### config.mk
export PLATFORM = sky130hd
export DESIGN_NAME = ball_bounce_engine
export DESIGN_NICKNAME = d
export VERILOG_FILES = /design/src/rtl/ball_bounce_engine.sv
export SDC_FILE = /design/constraint.sdc
export NUM_CORES = 1
export LEC_CHECK = 0
export ABC_AREA = 1
export BUFFER_PORTS_ARGS = -buffer_cell sky130_fd_sc_hd__buf_2
export CAP_MARGIN = 20
export CORE_AREA = 2 2 64 111
export CTS_CLUSTER_SIZE = 25
export DETAILED_ROUTE_END_ITERATION = 8
export DIE_AREA = 0 0 66 113
export GPL_TIMING_DRIVEN = 0
export PLACE_DENSITY = 0.72
export SLEW_MARGIN = 20
export SYNTH_ARGS = -nofsm -noshare
export SYNTH_HDL_FRONTEND = slang
export SYNTH_SLANG_ARGS = --single-unit
export TNS_END_PERCENT = 10
### constraint.sdc
create_clock -name clk -period 3.1 [get_ports clk]
set_clock_uncertainty 0.2 [all_clocks]
set_input_delay 0.31 -clock clk [delete_from_list [all_inputs] [get_ports clk]]
set_output_delay 0.31 -clock clk [all_outputs]
set_load 0.005 [all_outputs]
### src/rtl/ball_bounce_engine.sv
// Single-clock bouncing-ball engine: per-frame position/velocity update on a
// synchronously detected vsync rise, four-wall bounce with clamping, serve/pause, pixel mask.
module ball_bounce_engine #(
    parameter int WIDTH     = 9,
    parameter int VEL_W     = 4,
    parameter int BALL_SIZE = 4,
    parameter int H_MAX     = 256,
    parameter int V_MAX     = 240,
    parameter int X_INIT    = 128,
    parameter int Y_INIT    = 128,
    parameter int DX_INIT   = -2,
    parameter int DY_INIT   = 2
) (
    input  logic             clk,
    input  logic             reset,
    input  logic [WIDTH-1:0] hpos,
    input  logic [WIDTH-1:0] vpos,
    input  logic             vsync,
    input  logic             display_on,
    input  logic             enable,
    input  logic             serve,
    input  logic [WIDTH-1:0] serve_x,
    input  logic [WIDTH-1:0] serve_y,
    input  logic [VEL_W-1:0] serve_dx,
    input  logic [VEL_W-1:0] serve_dy,
    output logic [WIDTH-1:0] ball_x,
    output logic [WIDTH-1:0] ball_y,
    output logic [VEL_W-1:0] ball_dx,
    output logic [VEL_W-1:0] ball_dy,
    output logic             hit_h,
    output logic             hit_v,
    output logic             ball_gfx
);

    localparam int EW    = WIDTH + 2;
    localparam int X_MAX = H_MAX - BALL_SIZE;
    localparam int Y_MAX = V_MAX - BALL_SIZE;

    localparam logic [WIDTH-1:0]        X_MAX_W = WIDTH'(X_MAX);
    localparam logic [WIDTH-1:0]        Y_MAX_W = WIDTH'(Y_MAX);
    localparam logic signed [EW-1:0]    X_MAX_E = EW'(X_MAX);
    localparam logic signed [EW-1:0]    Y_MAX_E = EW'(Y_MAX);
    localparam logic [WIDTH-1:0]        SIZE_W  = WIDTH'(BALL_SIZE);
    localparam logic [VEL_W-1:0]        VEL_MIN = {1'b1, {(VEL_W-1){1'b0}}};
    localparam logic [VEL_W-1:0]        VEL_MAX = {1'b0, {(VEL_W-1){1'b1}}};

    typedef enum logic [1:0] {
        IDLE,
        STEP_X,
        STEP_Y
    } state_t;

    state_t state, next_state;

    logic vsync_d;
    logic tick;

    assign tick = vsync & ~vsync_d;

    always_ff @(posedge clk or negedge reset) begin
        if (!reset) begin
            state <= IDLE;
        end else begin
            state <= next_state;
        end
    end

    always_comb begin
        next_state = state;
        case (state)
            IDLE:    if (tick && enable) next_state = STEP_X;
            STEP_X:  next_state = STEP_Y;
            STEP_Y:  next_state = IDLE;
            default: next_state = IDLE;
        endcase
        if (serve) next_state = IDLE;
    end

    // One adder serves both axes; STEP_Y selects the y operands.
    logic [WIDTH-1:0]     pos_cur;
    logic [VEL_W-1:0]     vel_cur;
    logic [VEL_W-1:0]     vel_neg;
    logic signed [EW-1:0] pos_ext;
    logic signed [EW-1:0] vel_ext;
    logic signed [EW-1:0] npos;
    logic signed [EW-1:0] lim;
    logic                 under;
    logic                 over;

    always_comb begin
        pos_cur = ball_x;
        vel_cur = ball_dx;
        lim     = X_MAX_E;
        if (state == STEP_Y) begin
            pos_cur = ball_y;
            vel_cur = ball_dy;
            lim     = Y_MAX_E;
        end
        pos_ext = $signed({2'b00, pos_cur});
        vel_ext = $signed({{(EW-VEL_W){vel_cur[VEL_W-1]}}, vel_cur});
        npos    = pos_ext + vel_ext;
        under   = npos[EW-1];
        over    = npos > lim;
        vel_neg = (vel_cur == VEL_MIN) ? VEL_MAX : ('0 - vel_cur);
    end

    always_ff @(posedge clk or negedge reset) begin
        if (!reset) begin
            vsync_d <= 1'b0;
            ball_x  <= WIDTH'(X_INIT);
            ball_y  <= WIDTH'(Y_INIT);
            ball_dx <= VEL_W'(DX_INIT);
            ball_dy <= VEL_W'(DY_INIT);
            hit_h   <= 1'b0;
            hit_v   <= 1'b0;
        end else begin
            vsync_d <= vsync;
            hit_h   <= 1'b0;
            hit_v   <= 1'b0;
            if (serve) begin
                ball_x  <= (serve_x > X_MAX_W) ? X_MAX_W : serve_x;
                ball_y  <= (serve_y > Y_MAX_W) ? Y_MAX_W : serve_y;
                ball_dx <= serve_dx;
                ball_dy <= serve_dy;
            end else if (state == STEP_X) begin
                if (under) begin
                    ball_x  <= '0;
                    ball_dx <= vel_neg;
                    hit_h   <= 1'b1;
                end else if (over) begin
                    ball_x  <= X_MAX_W;
                    ball_dx <= vel_neg;
                    hit_h   <= 1'b1;
                end else begin
                    ball_x  <= npos[WIDTH-1:0];
                end
            end else if (state == STEP_Y) begin
                if (under) begin
                    ball_y  <= '0;
                    ball_dy <= vel_neg;
                    hit_v   <= 1'b1;
                end else if (over) begin
                    ball_y  <= Y_MAX_W;
                    ball_dy <= vel_neg;
                    hit_v   <= 1'b1;
                end else begin
                    ball_y  <= npos[WIDTH-1:0];
                end
            end
        end
    end

    // Modular differences make pixels left of / above the ball wrap to large values.
    logic [WIDTH-1:0] hd;
    logic [WIDTH-1:0] vd;

    assign hd = hpos - ball_x;
    assign vd = vpos - ball_y;

    always_ff @(posedge clk or negedge reset) begin
        if (!reset) begin
            ball_gfx <= 1'b0;
        end else begin
            ball_gfx <= display_on & (hd < SIZE_W) & (vd < SIZE_W);
        end
    end

endmodule

==> results_dict.tcl <==
set metrics [dict create \
    synth_edf_count 0 \
    slowest_delay_ps 450 \
    syn_area_um2 2990 \
    via_per_inst 5.25 \
    clock_sinks 32 \
    cp_data_required_time_ps 3080 \
    synth.distinct_cells 36 \
    core-area_um2 6540 \
    vdd_drop_max_mv 0.514 \
    antenna_found_initial 0 \
    numPortBuffers 78 \
    crit_arrival_ps 2940 \
    rows 39 \
    grt_pass1_wl_um 14400 \
    critical_path_class "reg -> reg" \
    boundaryPins 79 \
    fin_util_pct 60.1 \
    p_clk_share_pct 16.6 \
    fmax_mhz 337 \
    p_comb_share_pct 63.4 \
    syn-num-nets 534 \
    htreeDepth 2 \
    cts_tree "done" \
    yosysMostFrequentCell "nand2_1" \
    start_util_pct 45.7 \
    async_flop_share_pct 100 \
    synthTopCellsByArea "dfrtp_1 22%, nand2_1 18%, ha_1 10%" \
    yosysWarnings 0 \
    nets 636 \
    ys_seq_area_share_pct 27.1 \
    r2r_start "state[1]" \
    detailroute.via_count 3386 \
    outcome "completed" \
    cp-endpoint "ball_dx[0]" \
    p_sw_uw 1450 \
    clkLatencyLatePin_ps 280 \
    swShare_pct 47.6 \
    cp_max_fo 5 \
    clkTransAtPathRegs_ps 60 \
    die_x_um 66 \
    powerDensity_nw_per_um2 772 \
    yosysTopAreaCell "dfrtp_1" \
    antenna_left 0 \
    startpoint_type "flop" \
    wl_per_cell_um 14.4 \
    gp_congestion 0.931 \
    hpwlAfterDp_um 7200 \
    p_leak_uw 0.00223 \
    power_frac_seq_pct 20.0 \
    r2r_setup_slack_ps 130 \
    dr.pass1.iters 4 \
    setup_tns_ps 0 \
    numCtsBuffers 5 \
    synth_ff_type "dfrtp_1" \
    drt_first_iter_violations 147 \
    synth-seq-cells 32 \
    period_share_pct 95.7 \
    dieArea_um2 7460 \
    insertedDiodeCount 0 \
    clockBufferDepth 2 \
    crit_start "state[1]" \
    grt_pass1_vias 3281 \
    die_y_um 113 \
    syn_avg_cell_area_um2 6.50 \
    setup_viol 0 \
    wirelength_um 9310 \
    whs_path_depth 3 \
    crit_path_end_kind "flop" \
    rr_endpoint "ball_dx[0]" \
    hold_class "in -> reg" \
    hold_start "enable" \
    cp_cell_sequence "inv_2 -> nor2_4 -> or2_2 -> o21ai_2 -> inv_2 -> ha_2 -> ha_1 -> inv_2 -> nand2_4 -> nand2_4 -> nand2_4 -> nand2_1 -> nand3_1 -> nand2_2 -> nand2_1 -> nor2_2 -> nand2_2 -> nand3_4 -> buf_6 -> nand2_4 -> nand2_1 -> nand2_1" \
    timing.final.hold_violations 0 \
    cap_viol_max_count 0 \
    reg2reg_depth 22 \
    cts_root_buffer "clkbuf_16" \
    relSlewSlack_pct 51.1 \
    groute.usage.overall_pct 25.0 \
    finalMaxSlewViolations 0 \
    synth_top_cell_area_share_pct 21.8 \
    synthCells 460 \
    tightest_slew_ps 733 \
    drc 0 \
    period_needed_ps 2970 \
    drive_gt1_share_pct 29.0 \
    crit_slowest_cell "dfrtp_2" \
    power.internal_uw 1590 \
    grt_max_degree 33 \
    synth_common_cells "145 x nand2_1, 73 x inv_1, 46 x o21ai_0" \
    syn_to_final_growth_pct 31.5 \
    grt-ovfl-total 0 \
]
[registers in the layout, summed over array words and instances, names as in the netlist]
name,cells
ball_x,9
ball_y,9
ball_dx,4
ball_dy,4
state,2
ball_gfx,1
hit_h,1
hit_v,1
vsync_d,1
[power groups by stage]
| stage | Combinational [µW] | Clock, µW | Sequential (µW) |
|---|---|---|---|
| floorplan | 1140 | 0 | 607 |
| global placement | 1570 | 0 | 609 |
| detailed placement | 1600 | 0 | 613 |
| CTS | 1670 | 508 | 606 |
| global route | 2130 | 525 | 619 |
| finish | 1920 | 503 | 608 |
[timing repair]
action                                  in CTS  in global routing
cloned                                       1                  0
hold buffers                                 2                  0
endpoints found under the hold margin       27                  0
endpoints found under the setup margin      26                 26
pin swaps                                    2                 15
buffers inserted                             4                 10
gates resized for setup                     18                 39
[metrics by stage]
step	cell area [µm²]	cells	worst slack (ps)	hold slack, ps	power (µW)
floorplan	2990	460	181	-186	1750
global placement	3480	620	-449	193	2180
detailed placement	3480	620	-518	202	2210
CTS	3720	635	6.63	66.6	2780
global route	3930	645	-49.9	85.2	3270
finish	3930	645	133	65.7	3030
[logic make-up after synthesis]
kind of cell / Yosys count / synth area share (%)
DFF: 32 / 27.1
buffers and inverters: 84 / 11.2
and+or+nand+nor: 235 / 34.3
adders and majority gates: 24 / 10.1
AOI/OAI and AO/OA: 75 / 14.4
xor gates and xnor gates: 10 / 2.93
[critical path, delay by kind of cell, from the launching register on]
kind	cells	cell delay, ps
flip-flops	1	450
adder cells (fa/ha/maj)	2	350
buffers and inverters	4	370
AO/OA/AOI/OAI	1	90
AND/OR/NAND/NOR	15	1390
[routing by layer]
metal	track usage [%]	wire length (µm)	vias to the layer above
met5	0	0	-
met4	14.1	321	0
met3	3.58	354	26
met2	46.3	5110	113
met1	25.9	3520	1569
li1	-	-	1678
[how the worst min path moves through the flow]
stage,to,slack (ps)
final,state[0],70
after global routing,state[0],90
after CTS,state[0],70
after detailed placement,state[0],200
after global placement,state[0],190
after floorplan,ball_dx[0],-190
[placed cells by master, fill, tap and decap left out, drive strengths merged, types with 3 or more instances in the layout]
cell,instances
clkbuf,10
nand3b,3
ha,24
xnor2,5
nand2,152
nand4,8
inv,76
o21bai,12
a21oi,8
buf,98
nor2,35
dfstp,6
nand3,34
o21ai,47
xor2,5
dfrtp,26
[layout make-up]
cell class | count | area (µm²)
Buffer | 8 | 65.1
Clock buffer | 7 | 143
Clock inverter | 1 | 7.51
Fill cell | 643 | 2610
Inverter | 76 | 285
Multi-Input combinational cell | 344 | 1990
Sequential cell | 32 | 810
Tap cell | 82 | 103
Timing Repair Buffer | 95 | 523
(Power assumes the default switching activity.)
